**config.mk**
```make
export PLATFORM = sky130hd
export DESIGN_NAME = bt_cmd_scheduler_flat
export DESIGN_NICKNAME = d
export VERILOG_FILES = /design/src/rtl/bt_cmd_scheduler_if.sv /design/src/rtl/bt_cmd_scheduler.sv /design/src/flat_wrapper.sv
export SDC_FILE = /design/constraint.sdc
export NUM_CORES = 1
export LEC_CHECK = 0
export BUFFER_PORTS_ARGS = -buffer_cell sky130_fd_sc_hd__buf_2
export CAP_MARGIN = 5
export CORE_MARGIN = 1
export CORE_UTILIZATION = 56
export CTS_BUF_LIST = sky130_fd_sc_hd__clkbuf_4 sky130_fd_sc_hd__clkbuf_8
export CTS_CLUSTER_SIZE = 14
export DETAILED_ROUTE_END_ITERATION = 7
export PLACE_DENSITY = 0.78
export SLEW_MARGIN = 20
export SYNTH_ARGS = -nofsm -noshare
export SYNTH_HDL_FRONTEND = slang
export SYNTH_SLANG_ARGS = --single-unit
```
**constraint.sdc**
```tcl
create_clock -name clk_i -period 2.52 [get_ports clk_i]
set_clock_uncertainty 0.1 [all_clocks]
set_input_delay 0.504 -clock clk_i [delete_from_list [all_inputs] [get_ports clk_i]]
set_output_delay 0.504 -clock clk_i [all_outputs]
set_load 0.1 [all_outputs]
```
**src/rtl/bt_cmd_scheduler_if.sv**
```systemverilog
// Bluetooth command scheduler bus.
// Bundles the UART receive strobe, the player step/volume handshake, the
// status-byte transmit handshake and the BUSY/OVF status flags.
// The slave modport is the scheduler's view. The master modport is the
// view of whatever drives the scheduler, such as the UART/player glue or a bench.
//   rx_valid/rx_data   : received command byte strobe
//   cur_track          : player's current track index
//   step_ack           : player finished the last step (strobe)
//   step_prev/next     : one-cycle step requests
//   vol_up/vol_down    : one-cycle volume pulses
//   tx_valid/tx_data   : status byte, held until tx_ready
//   busy               : scheduler executing a command
//   ovf                : valid byte dropped on a full queue
interface bt_cmd_scheduler_if;
  logic       rx_valid;
  logic [7:0] rx_data;
  logic [2:0] cur_track;
  logic       step_ack;
  logic       step_prev;
  logic       step_next;
  logic       vol_up;
  logic       vol_down;
  logic       tx_valid;
  logic [7:0] tx_data;
  logic       tx_ready;
  logic       busy;
  logic       ovf;

  modport slave (
    input  rx_valid, rx_data, cur_track, step_ack, tx_ready,
    output step_prev, step_next, vol_up, vol_down, tx_valid, tx_data, busy, ovf
  );

  modport master (
    output rx_valid, rx_data, cur_track, step_ack, tx_ready,
    input  step_prev, step_next, vol_up, vol_down, tx_valid, tx_data, busy, ovf
  );
endinterface

```
**src/rtl/bt_cmd_scheduler.sv**
```systemverilog
// Bluetooth UART command scheduler.
// Queues command bytes 0x01..0x0B. Each byte is executed as one of the following:
//   * a single PREV/NEXT step (0x01/0x02)
//   * a volume pulse followed by an idle gap (0x03/0x04)
//   * an absolute track select (0x05..0x0B), expanded into |target-cur| steps
// The player acknowledges every step.
// Exactly one status byte {A|E, cmd[3:0]} is returned per executed command.
// Ports:
//   clk_i    : system clock
//   rst_n_i  : synchronous reset, active-low
//   bus      : bt_cmd_scheduler_if.slave (see interface header)
module bt_cmd_scheduler #(
  parameter int FIFO_DEPTH  = 4,
  parameter int ACK_TIMEOUT = 1024,
  parameter int VOL_GAP     = 16
) (
  input  logic              clk_i,
  input  logic              rst_n_i,
  bt_cmd_scheduler_if.slave bus
);
  localparam int PW      = $clog2(FIFO_DEPTH);
  localparam int CNT_MAX = (ACK_TIMEOUT > VOL_GAP) ? ACK_TIMEOUT : VOL_GAP;
  localparam int TW      = $clog2(CNT_MAX + 1);
  localparam logic [PW:0]   DEPTH_C  = (PW+1)'(FIFO_DEPTH);
  localparam logic [TW-1:0] ACK_LAST = TW'(ACK_TIMEOUT - 1);
  localparam logic [TW-1:0] GAP_LAST = TW'(VOL_GAP - 1);

  typedef enum logic [2:0] {
    S_IDLE     = 3'd0,
    S_FETCH    = 3'd1,
    S_STEP     = 3'd2,
    S_WAIT_ACK = 3'd3,
    S_VOL      = 3'd4,
    S_GAP      = 3'd5,
    S_REPLY    = 3'd6
  } state_e;

  // Status byte: high nibble says ok (A) or error (E), low nibble echoes the command.
  function automatic logic [7:0] status_byte(input logic ok, input logic [3:0] code);
    return {(ok ? 4'hA : 4'hE), code};
  endfunction

  logic [7:0]    fifo_q [FIFO_DEPTH];
  logic [PW-1:0] wr_ptr_q;
  logic [PW-1:0] rd_ptr_q;
  logic [PW:0]   count_q;
  logic          ovf_q;

  state_e        state_q;
  logic [7:0]    cmd_q;
  logic [2:0]    steps_q;
  logic          dir_next_q;
  logic [TW-1:0] timer_q;
  logic          step_prev_q;
  logic          step_next_q;
  logic          vol_up_q;
  logic          vol_down_q;
  logic          tx_valid_q;
  logic [7:0]    tx_data_q;
  logic          busy_q;

  logic       byte_ok_s;
  logic       full_s;
  logic       pop_s;
  logic       push_s;
  logic       drop_s;
  logic [2:0] target_s;

  assign byte_ok_s = bus.rx_valid && (bus.rx_data >= 8'h01) && (bus.rx_data <= 8'h0B);
  assign full_s    = (count_q == DEPTH_C);
  assign pop_s     = (state_q == S_IDLE) && (count_q != {(PW+1){1'b0}});
  // A pop in the same cycle frees a slot, so a push onto a full queue still succeeds.
  assign push_s    = byte_ok_s && (!full_s || pop_s);
  assign drop_s    = byte_ok_s && full_s && !pop_s;
  // 3-bit wrap is intended: 0x05..0x0B map to targets 0..6.
  assign target_s  = cmd_q[2:0] - 3'd5;

  assign bus.step_prev = step_prev_q;
  assign bus.step_next = step_next_q;
  assign bus.vol_up    = vol_up_q;
  assign bus.vol_down  = vol_down_q;
  assign bus.tx_valid  = tx_valid_q;
  assign bus.tx_data   = tx_data_q;
  assign bus.busy      = busy_q;
  assign bus.ovf       = ovf_q;

  // Queue storage: written on every accepted push, no reset needed.
  always_ff @(posedge clk_i) begin
    if (push_s) begin
      fifo_q[wr_ptr_q] <= bus.rx_data;
    end
  end

  // Queue pointers, occupancy and overflow pulse.
  always_ff @(posedge clk_i) begin
    if (!rst_n_i) begin
      wr_ptr_q <= {PW{1'b0}};
      rd_ptr_q <= {PW{1'b0}};
      count_q  <= {(PW+1){1'b0}};
      ovf_q    <= 1'b0;
    end else begin
      ovf_q <= drop_s;
      if (push_s) begin
        wr_ptr_q <= wr_ptr_q + PW'(1);
      end
      if (pop_s) begin
        rd_ptr_q <= rd_ptr_q + PW'(1);
      end
      case ({push_s, pop_s})
        2'b10:   count_q <= count_q + (PW+1)'(1);
        2'b01:   count_q <= count_q - (PW+1)'(1);
        default: count_q <= count_q;
      endcase
    end
  end

  // Command FSM. Pulse outputs are set on the edge that enters STEP/VOL,
  // so each pulse is high exactly while the FSM sits in that state.
  always_ff @(posedge clk_i) begin
    if (!rst_n_i) begin
      state_q     <= S_IDLE;
      cmd_q       <= 8'h00;
      steps_q     <= 3'd0;
      dir_next_q  <= 1'b0;
      timer_q     <= {TW{1'b0}};
      step_prev_q <= 1'b0;
      step_next_q <= 1'b0;
      vol_up_q    <= 1'b0;
      vol_down_q  <= 1'b0;
      tx_valid_q  <= 1'b0;
      tx_data_q   <= 8'h00;
      busy_q      <= 1'b0;
    end else begin
      step_prev_q <= 1'b0;
      step_next_q <= 1'b0;
      vol_up_q    <= 1'b0;
      vol_down_q  <= 1'b0;
      case (state_q)
        S_IDLE: begin
          if (pop_s) begin
            cmd_q   <= fifo_q[rd_ptr_q];
            busy_q  <= 1'b1;
            state_q <= S_FETCH;
          end
        end
        // cur_track is only looked at here; later changes do not affect the step count.
        S_FETCH: begin
          case (cmd_q)
            8'h01: begin
              steps_q     <= 3'd1;
              dir_next_q  <= 1'b0;
              step_prev_q <= 1'b1;
              state_q     <= S_STEP;
            end
            8'h02: begin
              steps_q     <= 3'd1;
              dir_next_q  <= 1'b1;
              step_next_q <= 1'b1;
              state_q     <= S_STEP;
            end
            8'h03: begin
              vol_up_q <= 1'b1;
              state_q  <= S_VOL;
            end
            8'h04: begin
              vol_down_q <= 1'b1;
              state_q    <= S_VOL;
            end
            8'h05, 8'h06, 8'h07, 8'h08, 8'h09, 8'h0A, 8'h0B: begin
              if (target_s == bus.cur_track) begin
                tx_valid_q <= 1'b1;
                tx_data_q  <= status_byte(1'b1, cmd_q[3:0]);
                state_q    <= S_REPLY;
              end else if (target_s > bus.cur_track) begin
                steps_q     <= target_s - bus.cur_track;
                dir_next_q  <= 1'b1;
                step_next_q <= 1'b1;
                state_q     <= S_STEP;
              end else begin
                steps_q     <= bus.cur_track - target_s;
                dir_next_q  <= 1'b0;
                step_prev_q <= 1'b1;
                state_q     <= S_STEP;
              end
            end
            default: begin
              tx_valid_q <= 1'b1;
              tx_data_q  <= status_byte(1'b0, cmd_q[3:0]);
              state_q    <= S_REPLY;
            end
          endcase
        end
        S_STEP: begin
          timer_q <= {TW{1'b0}};
          state_q <= S_WAIT_ACK;
        end
        // An ack in the same cycle as the timeout still counts as an ack.
        S_WAIT_ACK: begin
          if (bus.step_ack) begin
            steps_q <= steps_q - 3'd1;
            if (steps_q == 3'd1) begin
              tx_valid_q <= 1'b1;
              tx_data_q  <= status_byte(1'b1, cmd_q[3:0]);
              state_q    <= S_REPLY;
            end else begin
              step_next_q <= dir_next_q;
              step_prev_q <= !dir_next_q;
              state_q     <= S_STEP;
            end
          end else if (timer_q == ACK_LAST) begin
            tx_valid_q <= 1'b1;
            tx_data_q  <= status_byte(1'b0, cmd_q[3:0]);
            state_q    <= S_REPLY;
          end else begin
            timer_q <= timer_q + TW'(1);
          end
        end
        S_VOL: begin
          timer_q <= {TW{1'b0}};
          state_q <= S_GAP;
        end
        S_GAP: begin
          if (timer_q == GAP_LAST) begin
            tx_valid_q <= 1'b1;
            tx_data_q  <= status_byte(1'b1, cmd_q[3:0]);
            state_q    <= S_REPLY;
          end else begin
            timer_q <= timer_q + TW'(1);
          end
        end
        S_REPLY: begin
          if (bus.tx_ready) begin
            tx_valid_q <= 1'b0;
            busy_q     <= 1'b0;
            state_q    <= S_IDLE;
          end
        end
        default: begin
          tx_valid_q <= 1'b0;
          busy_q     <= 1'b0;
          state_q    <= S_IDLE;
        end
      endcase
    end
  end
endmodule

```
**src/flat_wrapper.sv**
```systemverilog
// flat-port wrapper written by rule: the top's interface ports become plain ports
module bt_cmd_scheduler_flat 
#(
  parameter int FIFO_DEPTH  = 4,
  parameter int ACK_TIMEOUT = 1024,
  parameter int VOL_GAP     = 16
)
  (clk_i, rst_n_i, bus_rx_valid, bus_rx_data, bus_cur_track, bus_step_ack, bus_tx_ready, bus_step_prev, bus_step_next, bus_vol_up, bus_vol_down, bus_tx_valid, bus_tx_data, bus_busy, bus_ovf);
  bt_cmd_scheduler_if bus_i ();
  input  logic clk_i;
  input  logic rst_n_i;
  input wire logic [$bits(bus_i.rx_valid)-1:0] bus_rx_valid;
  input wire logic [$bits(bus_i.rx_data)-1:0] bus_rx_data;
  input wire logic [$bits(bus_i.cur_track)-1:0] bus_cur_track;
  input wire logic [$bits(bus_i.step_ack)-1:0] bus_step_ack;
  input wire logic [$bits(bus_i.tx_ready)-1:0] bus_tx_ready;
  output wire logic [$bits(bus_i.step_prev)-1:0] bus_step_prev;
  output wire logic [$bits(bus_i.step_next)-1:0] bus_step_next;
  output wire logic [$bits(bus_i.vol_up)-1:0] bus_vol_up;
  output wire logic [$bits(bus_i.vol_down)-1:0] bus_vol_down;
  output wire logic [$bits(bus_i.tx_valid)-1:0] bus_tx_valid;
  output wire logic [$bits(bus_i.tx_data)-1:0] bus_tx_data;
  output wire logic [$bits(bus_i.busy)-1:0] bus_busy;
  output wire logic [$bits(bus_i.ovf)-1:0] bus_ovf;
  assign bus_i.rx_valid = bus_rx_valid;
  assign bus_i.rx_data = bus_rx_data;
  assign bus_i.cur_track = bus_cur_track;
  assign bus_i.step_ack = bus_step_ack;
  assign bus_i.tx_ready = bus_tx_ready;
  assign bus_step_prev = bus_i.step_prev;
  assign bus_step_next = bus_i.step_next;
  assign bus_vol_up = bus_i.vol_up;
  assign bus_vol_down = bus_i.vol_down;
  assign bus_tx_valid = bus_i.tx_valid;
  assign bus_tx_data = bus_i.tx_data;
  assign bus_busy = bus_i.busy;
  assign bus_ovf = bus_i.ovf;
  bt_cmd_scheduler #(.FIFO_DEPTH(FIFO_DEPTH), .ACK_TIMEOUT(ACK_TIMEOUT), .VOL_GAP(VOL_GAP)) u_core (.clk_i(clk_i), .rst_n_i(rst_n_i), .bus(bus_i));
endmodule
```
== After elaboration in Yosys (flattened, before gate mapping) ==
Memories as Yosys holds them, arrays and structs flattened. A register that Yosys moved wholly into a read port is not among the register bits.
Index checks and enable logic that the tools add are counted.

* Flip-flop bits (word level): 40
* Output and inout bits: 15
* RAM bits: 32
* Memories: 1

{| class="wikitable"
|+ Memories
! name !! depth !! width !! rd ports !! clocked after Yosys merged registers in !! write ports !! RTL line !! RTL
|-
| u_core.fifo_q || 4 || 8 || 1 || 1 || 1 || bt_cmd_scheduler.sv:43 || <nowiki>logic [7:0] fifo_q [FIFO_DEPTH];</nowiki>
|}

* $lt $le $gt $ge: 3
* Bitwise operators: 2
* Equal/unequal tests: 38
* Add/subtract/negate cells: 9
* Mux-type cells: 54
* Reductions and logical operators: 34

{| class="wikitable"
|+ Operators by type and width
! kind !! count
|-
| $mux W8 || 5
|-
| $mux W11 || 3
|-
| $pmux W11 S3 || 1
|-
| $eq A8 B3 Y1 const B || 4
|-
| $eq A8 B4 Y1 const B || 4
|-
| $mux W3 || 10
|-
| $pmux W8 S3 || 1
|-
| $pmux W3 S7 || 1
|-
| $mux W1 || 20
|-
| $pmux W3 S2 || 3
|-
| $eq A8 B2 Y1 const B || 2
|-
| $pmux W8 S2 || 1
|-
| $ne A2 B2 Y1 const B || 7
|-
| $eq A3 B3 Y1 const B || 4
|-
| $ne A3 B2 Y1 const B || 4
|-
| $reduce_and A4 Y1 || 3
|-
| $reduce_bool A3 Y1 || 4
|-
| $add A11 B1 Y11 const B || 1
|-
| $eq A11 B10 Y1 const B || 1
|-
| $eq A11 B4 Y1 const B || 1
|-
| $pmux W1 S2 || 5
|-
| $pmux W3 S3 || 1
|-
| $eq A8 B1 Y1 const B || 1
|-
| $ge A8 B1 Y1 const B || 1
|-
| 31 further kinds || 52
|}

== Depth between registers and ports, before layout ==
Gate-level depths: netlist of the first run.

* Depth in word-level cells: 6
* Gate-level depth with buffers: 10

== Worst setup path after synthesis of the first run ==
OpenSTA, ideal clock, no wires.

* Path type: reg-to-reg
* From: reg u_core.cmd_q[0], read port of u_core.fifo_q
* To: reg u_core.tx_data_q[0] (netlist: u_core.bus.tx_data[0])
* Period minus slack after synthesis: 2.566 ns
* Path slack: -0.046 ns
* Arrival time: 2.393 ns
* Stages on the path, launching flop included: 11
* Path through: dfxtp_1 inv_1 ha_1 inv_1 ha_1 and3_1 a2111oi_2 a21oi_1 o211a_1 nand3_2 mux2i_1

* Word-level cells in the longest chain between the ends: 4
* Elaborated cells on any way between the ends: 25
* Those cells by class: add/sub (1); eq/ne (14); mux (7); reduce/logical (3)

{| class="wikitable"
|+ RTL lines
! what !! RTL line !! RTL
|-
| from (decl) || bt_cmd_scheduler.sv:50 || <nowiki>logic [7:0] cmd_q;</nowiki>
|-
| $sub A3 B3 Y3 (tied with other cells) || bt_cmd_scheduler.sv:76 || <nowiki>assign target_s = cmd_q[2:0] - 3'd5;</nowiki>
|-
| $eq A3 B3 Y1 (tied with other cells) || bt_cmd_scheduler.sv:170 || <nowiki>if (target_s == bus.cur_track) begin</nowiki>
|-
| $ne A3 B2 Y1 (no source line) (tied with other cells) || n/a ||
|-
| $reduce_and A6 Y1 (no source line) or $pmux W8 S3 (tied branches) || n/a ||
|-
| to (signal assigned) || bt_cmd_scheduler.sv:172 || <nowiki>tx_data_q <= status_byte(1'b1, cmd_q[3:0]);</nowiki>
|-
| to (signal assigned) || bt_cmd_scheduler.sv:188 || <nowiki>tx_data_q <= status_byte(1'b0, cmd_q[3:0]);</nowiki>
|-
| to (signal assigned) || bt_cmd_scheduler.sv:203 || <nowiki>tx_data_q <= status_byte(1'b1, cmd_q[3:0]);</nowiki>
|-
| to (decl) || bt_cmd_scheduler.sv:59 || <nowiki>logic [7:0] tx_data_q;</nowiki>
|}

Parallel ways exist; a longest one is shown, timed or not. The select of a mux whose other input is x is not followed.
A chain may end at the register's enable or synchronous reset.

== Worst setup path in the final report of the first run ==
* From: reg u_core.cmd_q[1], read port of u_core.fifo_q
* To: reg u_core.tx_data_q[6] (netlist: u_core.bus.tx_data[6])

Same word-level chain as after synthesis.

==> metrics.md, run 1 <==
| Metric | Value |
|---|---|
| Hold_sp | `bus_rx_data[1]` |
| Post-synthesis compound-gate area fraction | `around 12%` |
| Crit end category | `flip-flop` |
| Yosys reg bits | `slightly below 80` |
| Diode count | `0` |
| TritonRoute pass-1 iters | `5` |
| Main combinational cell family by area after synthesis | `simple AND/OR/NAND/NOR gates` |
| Clock Sinks | `78` |
| Root buffer cell | `clkbuf_8` |
| Starting Density | `58.0%` |
| Deepest clock path buffer count | `2` |
| Final setup violation count | `0` |
| Row cnt | `30` |
| Core Region | `between 0.006 and 0.007 sq mm` |
| Run status | `finished clean` |
| Worst setup startpoint | `u_core.cmd_q[1]` |
| CTS tree | `built` |
| PortBufs | `29` |
| Post-route clock period utilization | `96.5%` |
| Count of hold-fix buffers inserted at cts | `0` |
| WL/cell | `14.9 microns` |
| RSZ-0062 raised after global routing | `true` |
| Synth Instances | `379` |
| Warnings from Yosys | `0` |
| Fill count | `about 500` |
| Post-synth EDFFs | `32` |
| Power per cell area | `1120 mW/mm^2` |
| Vias/cell | `5.57` |
| Share of layout cells above drive strength 1 | `between 20% and 30%` |
| Die area | `0.00737 sq mm` |
| Nets@finish | `458` |
| Leak | `between 1.5 and 2 nW` |
| Synthesized area | `between 0.003 and 0.004 sq mm` |
| Rel. slew slack | `57.5%` |
| Highest clock rate | `0.411 GHz` |
| Area of the multi-input gates | `0.00199 sq mm` |
| Least-Margin Pin Slew | `around 0.62 ns` |
| Area Growth Syn to Fin | `17.4%` |
| Post-synthesis xor/xnor area fraction | `3.11%` |
| Synth area leader | `edfxtp_1` |
| Reg-to-Reg Start | `u_core.cmd_q[1]` |
| Crit Path Category | `reg -> reg` |
| Horiz. Die Dim | `roughly 86 microns` |
| First-pass GRT wire length | `about 13,000 microns` |
| Grt total ovfl | `0` |
| IO Count | `31` |
| Detailed placement HPWL | `~5500 microns` |
| Minimum clock period | `between 2 and 2.5 ns` |
| Simple-gate area share of the yosys netlist | `17.4%` |
| CP startpoint kind | `flip-flop` |
| Vias in the first global route | `2,831` |
| Final instance area | `0.00462 sq mm` |
| Cts bufs inserted | `9` |
| Adder-cell share of the synthesized area | `7.56%` |
| Dpl cell area | `0.00433 sq mm` |
| Worst EP required | `2.69 ns` |
| Final non-filler cell total | `521` |
| Util after Layout | `68.0%` |
| Synth top area cells | `edfxtp_1, dfxtp_1, ha_1, nand2_1, mux4_2` |
| Post-synthesis mux area share | `7.37%` |
| Cells on Worst Hold Path | `1` |
| Final WL | `7790 microns` |
| Number of remaining DRC errors | `0` |
| Post-layout power | `slightly above 0.005 W` |
| Placed Cells | `504` |
| Seq. cell area | `0.00188 sq mm` |
| Worst Path Max Fanout | `6` |
| Worst Path Arrival | `between 2 and 3 ns` |
| Largest net degree at the start of global routing | `35` |
| Mean Syn Cell Area | `10.4 sq um` |
| Total GRT Usage | `22.5%` |
| Initial antenna violation count | `0` |
| Final setup TNS | `0 ns` |
| Syn_nets | `around 420` |
| Min-delay worst type | `in -> reg` |
| Htree depth | `3` |
| Routed via count | `between 2,000 and 3,000` |
| Post-synth ARST share | `0%` |
| RePlAce Congestion | `0.812` |
| Die Ht | `85.9 microns` |
| R2R cell count | `10` |
| First DRT Iteration DRCs | `around 140` |
| Final ANT Viol Nets | `0` |
| VDD IR-drop max | `0.000457 V` |
| Synth Flop Type | `dfxtp_1` |
| Pins Over Slew Limit | `0` |
| Synth cell types | `58` |
| Maxcap violations | `0` |
| Clk_lat worst skew | `between 0.3 and 0.4 ns` |
| Seq/Total Area, Yosys | `47.8%` |
| Yosys top cell area share | `between 20% and 30%` |
| Fin. Hold Viols | `0` |
| Reg clk slew, reported paths | `approximately 0.090 ns` |
[worst max-delay path: stages (launching register included)]
cell and delay (ns):
dfxtp_2 0.34, inv_2 0.06, ha_4 0.18, xnor2_4 0.18
ha_4 0.23, and3_4 0.16, a2111oi_4 0.40, a21oi_1 0.08
o211a_1 0.28, nand3_4 0.14, mux2i_1 0.19
[kinds of logic after synthesis]
logic type	after synthesis
simple gates	135
flops	78
compound gates	69
buf+inv	41
fa+ha+maj	22
mux	19
xor+xnor	14
other cells	1
[metrics by stage]
stage	setup slack [ns]	hold WS, ns
floorplan	0.00326	0.343
global placement	0.0579	0.345
detailed placement	-0.00821	0.352
CTS	0.0184	0.266
global route	-0.0250	0.268
finish	0.0888	0.280
[cells in the mapped netlist, types with 3 or more instances]
cell type  number
a21oi_1        12
o21ai_0         9
nor2_1         24
o21a_1          3
ha_1           19
a21boi_0        9
a31oi_1         4
dfxtp_1        46
xnor2_1        14
edfxtp_1       32
fa_1            3
o22ai_1         5
clkbuf_1       15
mux4_2          8
and2_1         13
mux2i_1        11
and3_1          7
nor4_1          3
nor3_1          7
nor2b_1         7
and4_1          3
nand3_1         5
a211oi_1        6
inv_1          22
a22oi_1         3
nand2_1        49
[state kept, by name, summed over array words and instances, names as in the netlist, 2 cells and up]
name / count
u_core.fifo_q: 32
u_core.cmd_q: 8
u_core.count_q: 3
u_core.timer_q: 11
u_core.state_q: 3
u_core.rd_ptr_q: 2
u_core.wr_ptr_q: 2
u_core.bus.tx_data: 6
u_core.steps_q: 3
[power breakdown]
group | switching, W | leakage, nW | internal (W)
clock | 0.000475 | 0.0898 | 0.000458
combinational | 0.00154 | 0.986 | 0.00107
sequential | 0.000182 | 0.662 | 0.00147
[path summary, 6_finish.rpt]
check,slack (ns),to
worst max register to register,0.09,u_core.bus.tx_data[6]
worst max-delay path,0.09,u_core.bus.tx_data[6]
worst min register to register,0.36,u_core.bus.tx_data[0]
worst min-delay path,0.28,u_core.fifo_q[0][1]
[placed cells by master, fill, tap and decap left out, types with 11 or more instances in the layout]
cell       n
nand2_1   49
dfxtp_1   44
nor2_1    24
edfxtp_1  32
inv_1     19
a21oi_1   12
buf_4     16
ha_1      15
and2_1    13
mux2i_1   11
buf_2     29
xnor2_1   13
[cell type report]
class                      instances  share of cell area [%]
multi-input combinational        260                    43.1
sequential                        78                    40.8
timing repair buffer              49                    7.47
clock buffer                       9                    2.68
tap                               96                    2.60
inverter                          22                    1.84
clock inverter                     7                    1.54
[what timing repair did]
item | in CTS | in global routing
resized for setup | 1 | 15
buffers inserted | 0 | 1
endpoints found under the setup margin | 5 | 10
pin swaps | 1 | 4
[layer usage]
layer | wire length [microns] | vias to the layer above | GRT usage (%)
met3 | 258 | 15 | 4.23
met2 | 3930 | 72 | 37.5
met5 | 0 | - | 0
met4 | 142 | 0 | 10.8
met1 | 3460 | 1387 | 28.3
li1 | - | 1427 | -
(Power assumes the default switching activity.)
==> run 2: changes to the inputs <==
- ABC_AREA: unset -> 1
==> run 2 against run 1 <==
  * Synthesized cell count increased by 34%
  * Synthesized area up 1.6%
  * Sequential power barely moved
  * Critical path depth is 2 higher
  * Fmax increased by 5.4%
  * Global-route usage is 0.73 points higher
  * Clock-buffer cell count stayed put
  * Register-to-register slack gained 0.12 ns
  * Combinational power down 20%
  * Die area rose by 1.6%
==> metrics.md, run 2 <==
| Metric | Value |
|---|---|
| Area of the multi-input gates | `0.00184 sq mm (-7.9%)` |
| Root buffer cell | `clkbuf_8` |
| Die Ht | `86.5 microns (+0.79%)` |
| Min-delay worst type | `in -> reg` |
| Biggest regs | `u_core.fifo_q (32), u_core.timer_q (11), u_core.cmd_q (8)` |
| Cts bufs inserted | `9 (unchanged)` |
| Die area | `0.00749 sq mm (+1.6%)` |
| Total GRT Usage | `23.2% (+0.73 points)` |
| Worst Path Arrival | `2.46 ns (-0.14 ns)` |
| Power per cell area | `1060 mW/mm^2 (-5.9%)` |
| Synth cell types | `35 (-40%)` |
| Leak | `1.82 nW (+4.6%)` |
| Htree depth | `3 (unchanged)` |
| Clk_lat worst skew | `0.35 ns (about the same)` |
| Fill count | `593 (+20%)` |
| Final non-filler cell total | `643 (+23%)` |
| Worst EP required | `2.68 ns (about the same)` |
| Horiz. Die Dim | `86.5 microns (+0.79%)` |
| Commonest non-fill, non-tap cell in the layout | `nor2_1` |
| Synth top area cells | `edfxtp_1, dfxtp_1, nor2_1, nand2_1, ha_1` |
| Row cnt | `30 (unchanged)` |
| Placed Cells | `627 (+24%)` |
| Synth Instances | `507 (+34%)` |
| Warnings from Yosys | `0 (unchanged)` |
| Pins Over Slew Limit | `0 (unchanged)` |
| Reg clk slew, reported paths | `0.08 ns (about the same)` |
| Biggest register | `u_core.fifo_q` |
| Top-count cell post-synth | `nor2_1` |
| Number of remaining DRC errors | `0 (unchanged)` |
| Mean Syn Cell Area | `7.89 sq um (-24%)` |
| Core Region | `0.00683 sq mm (+0.55%)` |
| Grt total ovfl | `0 (unchanged)` |
| Yosys reg bits | `78 (unchanged)` |
| Worst setup startpoint | `u_core.cmd_q[0]` |
| Max FFs per register | `32 (unchanged)` |
| RePlAce Congestion | `0.862 (+6.1%)` |
| Maxcap violations | `0 (unchanged)` |
| Final ANT Viol Nets | `0 (unchanged)` |
| Vias/cell | `5.23 (-6.1%)` |
| Fin. Hold Viols | `0 (unchanged)` |
| PortBufs | `29 (unchanged)` |
| Crit end category | `flip-flop` |
| Post-route clock period utilization | `91.5% (-5.0 points)` |
| First DRT Iteration DRCs | `155 (+12%)` |
| IO Count | `31 (unchanged)` |
| Vias in the first global route | `3,036 (+7.2%)` |
| WL/cell | `12.4 microns (-17%)` |
| Nets@finish | `580 (+27%)` |
| TritonRoute pass-1 iters | `7 (+2)` |
| Register share of total power | `35.3% (+3.5 points)` |
| Syn_nets | `545 (+31%)` |
| Seq/Total Area, Yosys | `47.0% (-0.76 points)` |
| CTS tree | `built` |
| Post-synth EDFFs | `32 (unchanged)` |
| Commonest non-fill, non-tap cells in the layout | `nor2_1, nand2_1, inv_1` |
| Final WL | `8000 microns (+2.8%)` |
| Detailed placement HPWL | `5830 microns (+6.3%)` |
| Cell-internal power | `0.00256 W (-15%)` |
| Starting Density | `58.6% (+0.62 points)` |
| Share of layout cells above drive strength 1 | `12.8% (-9.1 points)` |
| Seq. cell area | `0.00188 sq mm (-0.13%)` |
| Synthesized area | `0.00400 sq mm (+1.6%)` |
| Reg-to-Reg Start | `u_core.cmd_q[0]` |
| VDD IR-drop max | `0.000473 V (+3.4%)` |
| Worst Path Max Fanout | `5 (-1)` |
| Area Growth Syn to Fin | `11.3%` |
| CP startpoint kind | `flip-flop` |
| Deepest clock path buffer count | `2 (unchanged)` |
| Post-synth ARST share | `0% (unchanged)` |
| Min Hold Slack | `0.278 ns (-0.00251 ns)` |
| Run status | `finished clean` |
| Yosys top cell area share | `24.0% (-0.39 points)` |
| Synth Flop Type | `dfxtp_1` |
| Diode count | `0 (unchanged)` |
| Switching pwr | `0.00214 W (-2.2%)` |
| Clock network power share | `20.0% (+2.0 points)` |
| First-pass GRT wire length | `13,400 microns (+5.2%)` |
| Post-layout power | `0.00471 W (-9.4%)` |
| Highest clock rate | `0.434 GHz (+5.4%)` |
| Synth area leader | `edfxtp_1` |
| Crit Path Category | `reg -> reg` |
| Clock Sinks | `78 (unchanged)` |
| Count of hold-fix buffers inserted at cts | `0 (unchanged)` |
| Minimum clock period | `2.31 ns (-0.125 ns)` |
| Final setup violation count | `0 (unchanged)` |
| Commonest cells in the netlist | `nor2_1, nand2_1, inv_1` |
| Switching Share | `45.6% (+3.3 points)` |
| Initial antenna violation count | `0 (unchanged)` |
| Largest net degree at the start of global routing | `20 (-43%)` |
| Hold_sp | `bus_rx_data[4]` |
| Routed via count | `3,363 (+16%)` |
| Combinational share of power | `44.7% (-5.6 points)` |
-- run 2: cell count changes in the layout (fill, tap and decap cells not counted), moves of 7 or more --
cell and delta:
and2_1 -13, mux2i_1 -11, nand3_1 +21, nor2_1 +82
xnor2_1 -11, nor2b_1 -7, nand2_1 +39, a21oi_1 +12
o21ai_0 +35, buf_4 -7, a21boi_0 -9, mux4_2 -8
inv_1 +29
-- run 2: power by group through the flow --
stage	sequential, W	combinational, W	clock (W)
after floorplan	0.00207	0.00133	0
after global placement	0.00168	0.00201	0
after detailed placement	0.00169	0.00207	0
after CTS	0.00166	0.00208	0.000962
after global routing	0.00169	0.00236	0.00102
final	0.00166	0.00210	0.000942
-- run 2: path summary, 6_finish.rpt --
kind              cells after the start             endpoint  slack (ns)
hold / removal                        1  u_core.fifo_q[3][4]        0.28
setup reg to reg                     12    u_core.steps_q[2]        0.21
setup / recovery                     12    u_core.steps_q[2]        0.21
hold reg to reg                       2      u_core.bus.busy        0.36
-- run 2: timing repair --
action	in CTS	in global routing
setup endpoints to repair	0	9
gates resized for setup	0	3
setup buffers	0	0
-- run 2: kinds of logic (layout without fill, tap and decap cells) --
group                    after synthesis  after routing  share of synthesized area [%]
other                                  1              1                         0.0937
flip-flops                            78             78                           47.0
AND/OR/NAND/NOR                      250            250                           26.4
buffers and inverters                 69            109                           7.32
XOR/XNOR                               2              2                          0.438
adder cells (fa/ha/maj)               22             22                           7.44
AO/OA/AOI/OAI                         85             85                           11.3
-- run 2: area by class of cell --
class | count | share of cell area (%)
clock buffers | 9 | 2.78
well taps | 96 | 2.70
multi-input cells | 360 | 41.2
flip-flops and latches | 78 | 42.2
repair buffers | 38 | 4.78
clock inverters | 7 | 1.66
inverters | 55 | 4.63
-- run 2: critical path: stages, from the launching register on --
cell	delay [ns]
dfxtp_1	0.41
inv_1	0.14
ha_1	0.24
xnor2_1	0.14
ha_1	0.34
a21oi_1	0.19
o21ai_2	0.11
nand2_1	0.12
nand2_1	0.08
a21oi_1	0.14
nor2_1	0.07
nor2_1	0.08
nor2_1	0.04
-- run 2: per-layer routing --
layer  vias up  GRT usage (%)  routed length [microns]
met1      1527           29.4                     3660
met2        95           39.5                     3870
li1       1732              -                        -
met3         9           4.95                      382
met5         -              0                        0
met4         0           7.88                       92
-- run 2: stage by stage --
stage | setup TNS (ns) | area [sq um] | worst slack, ns | util (%)
after floorplan | 0 | 4000 | 0.380 | -
after global placement | 0 | 4250 | 0.261 | 62.2
after detailed placement | 0 | 4250 | 0.136 | 62.2
after CTS | 0 | 4450 | 0.0810 | 65.1
after global routing | -0.0828 | 4450 | -0.0724 | 65.2
final | 0 | 4450 | 0.214 | 65.2
==> run 3: changes to the inputs <==
- CORE_UTILIZATION: 56 -> 54
- CTS_BUF_LIST: sky130_fd_sc_hd__clkbuf_4 sky130_fd_sc_hd__clkbuf_8 -> unset
- PLACE_DENSITY: 0.78 -> 0.76
==> run 3 against run 2 <==
  * Combinational power barely moved
  * Non-clock buffer count did not move
  * Clock power rose by 1%
  * Sequential power barely moved
  * First-iteration DRC count fell by 25%
  * Via count fell by 2.3%
  * Die area rose by 3.6%
  * Global-route usage fell by 1.1 points
  * Setup slack improved by 0.038 ns
==> metrics.md, run 3 (synthesized netlist as in run 2, its figures left out) <==
| Metric | Value |
|---|---|
| Count of hold-fix buffers inserted at cts | `0 (unchanged)` |
| Post-CTS sizing | `0 (unchanged)` |
| Biggest register | `u_core.fifo_q` |
| Clock network power share | `20.3% (+0.3 points)` |
| Reg clk slew, reported paths | `0.09 ns (about the same)` |
| CP most frequent cell | `nand2_1` |
| Clock Sinks | `78 (unchanged)` |
| Min-delay worst type | `in -> reg` |
| Worst path bufs/invs | `2 (+1)` |
| Setup Fix Bufs, Post-CTS | `0 (unchanged)` |
| Dpl cell area | `0.00425 sq mm (about the same)` |
| Starting Density | `55.5% (-3.1 points)` |
| Grt met3 use | `4.62% (-0.33 points)` |
| Largest net degree at the start of global routing | `20 (unchanged)` |
| Slowest stage delay, CP | `0.41 ns (about the same)` |
| Htree depth | `3 (unchanged)` |
| Worst EP required | `2.68 ns (about the same)` |
| First DRT Iteration DRCs | `116 (-25%)` |
| Worst setup margin | `0.252 ns (+0.0382 ns)` |
| Final instance area | `0.00446 sq mm (about the same)` |
| Deepest clock path buffer count | `2 (unchanged)` |
| RSZ-0062 raised after global routing | `false` |
| Seq. cell area | `0.00188 sq mm (unchanged)` |
| Placed Cells | `630 (+0.48%)` |
| Vias in the first global route | `3,049 (+0.43%)` |
| Detailed placement HPWL | `5700 microns (-2.1%)` |
| Maxcap violations | `0 (unchanged)` |
| Nets@finish | `580 (unchanged)` |
| Root buffer cell | `clkbuf_8` |
| Combinational share of power | `44.4% (-0.3 points)` |
| CTS tree | `built` |
| Crit Path Category | `reg -> reg` |
| Crit-path cells | `inv_1, ha_1, inv_1, ha_1, nand2_1, o21ai_1, nand2_1, nand2_1, nand3_1, nand2_1, nor2_1, nor2_1, nor2_1` |
| Met1 Track Usage GR | `27.9% (-1.5 points)` |
| IO Count | `31 (unchanged)` |
| Run status | `finished clean` |
| Row cnt | `31 (+3.3%)` |
| Clk_lat worst skew | `0.36 ns (about the same)` |
| Fill count | `664 (+12%)` |
| Biggest regs | `u_core.fifo_q (32), u_core.timer_q (11), u_core.cmd_q (8)` |
| Power per cell area | `1050 mW/mm^2 (-0.31%)` |
| First-pass GRT wire length | `13,200 microns (-2.1%)` |
| Max FFs per register | `32 (unchanged)` |
| Vias/cell | `5.08 (-2.8%)` |
| Final setup violation count | `0 (unchanged)` |
| Final setup TNS | `0 ns (unchanged)` |
| Area Growth Syn to Fin | `11.4% (about the same)` |
| Area of the multi-input gates | `0.00183 sq mm (-0.20%)` |
| Slowest CP cell | `dfxtp_1` |
| Minimum clock period | `2.27 ns (-0.0382 ns)` |
| Routed via count | `3,284 (-2.3%)` |
| Total GRT Usage | `22.1% (-1.1 points)` |
| RePlAce Congestion | `0.890 (+3.3%)` |
| Share of layout cells above drive strength 1 | `12.8% (unchanged)` |
| Crit end category | `flip-flop` |
| TritonRoute pass-1 iters | `4 (-3)` |
| Commonest non-fill, non-tap cells in the layout | `nor2_1, nand2_1, inv_1` |
| Dpl ws | `0.161 ns (+0.0246 ns)` |
| Pins Over Slew Limit | `0 (unchanged)` |
| Commonest non-fill, non-tap cell in the layout | `nor2_1` |
| Highest clock rate | `0.441 GHz (+1.7%)` |
| Die Ht | `88.1 microns (+1.8%)` |
| Number of remaining DRC errors | `0 (unchanged)` |
| Switching pwr | `0.00213 W (-0.46%)` |
| Initial antenna violation count | `0 (unchanged)` |
| Met2 usage | `36.7% (-2.8 points)` |
| Worst Path Max Fanout | `5 (unchanged)` |
| CP startpoint kind | `flip-flop` |
| Final ANT Viol Nets | `0 (unchanged)` |
| PortBufs | `29 (unchanged)` |
| Crit path max-delay family | `adder cells` |
| Horiz. Die Dim | `88.1 microns (+1.8%)` |
| VDD IR-drop max | `0.000586 V (+24%)` |
| Core Region | `0.00721 sq mm (+5.6%)` |
| Switching Share | `45.5% (-0.085 points)` |
| Diode count | `0 (unchanged)` |
| Final non-filler cell total | `646 (+0.47%)` |
| Final WL | `7840 microns (-2.0%)` |
| Cell-internal power | `0.00256 W (-0.12%)` |
| Die area | `0.00776 sq mm (+3.6%)` |
| Leak | `1.83 nW (+0.68%)` |
| Register share of total power | `35.4% (about the same)` |
| Fin. Hold Viols | `0 (unchanged)` |
| Most used routing layer | `met2` |
| R2R Setup Slk | `0.25 ns (+0.04 ns)` |
| Post-route clock period utilization | `90.0% (-1.5 points)` |
| Cts bufs inserted | `9 (unchanged)` |
| Grt total ovfl | `0 (unchanged)` |
| WL/cell | `12.1 microns (-2.5%)` |
| Worst Path Arrival | `2.43 ns (-0.03 ns)` |
run 3: cell type report:
type                    count  share of cell area [%]
multi-input cells         360                    41.1
inverters                  55                    4.63
flip-flops and latches     78                    42.2
clock buffers               9                    2.78
clock inverters             7                    1.68
well taps                  99                    2.78
repair buffers             38                    4.77
run 3: stage by stage:
| stage | power [W] | hold slack [ns] | util [%] |
|---|---|---|---|
| floorplan | 0.00340 | 0.345 | - |
| global placement | 0.00370 | 0.336 | 58.9 |
| detailed placement | 0.00375 | 0.346 | 58.9 |
| CTS | 0.00470 | 0.262 | 61.7 |
| global route | 0.00505 | 0.262 | 61.8 |
| finish | 0.00469 | 0.271 | 61.8 |
run 3: power groups by stage:
| stage | clock, W | sequential [W] | combinational, W |
|---|---|---|---|
| global route | 0.00103 | 0.00169 | 0.00234 |
| global placement | 0 | 0.00168 | 0.00202 |
| finish | 0.000951 | 0.00166 | 0.00208 |
| CTS | 0.000972 | 0.00166 | 0.00207 |
| detailed placement | 0 | 0.00169 | 0.00206 |
| floorplan | 0 | 0.00207 | 0.00133 |
run 3: worst paths after layout:
path                         endpoint            start  cells after the start
setup / recovery    u_core.steps_q[2]  u_core.cmd_q[0]                     13
hold / removal    u_core.fifo_q[0][3]   bus_rx_data[3]                      1
setup reg to reg    u_core.steps_q[2]  u_core.cmd_q[0]                     13
hold reg to reg       u_core.bus.busy  u_core.bus.busy                      2
run 3: routing by layer:
metal,vias up,routed length (microns)
li1,1728,-
met1,1473,3720
met2,69,3710
met3,14,269
met4,0,137
met5,-,0
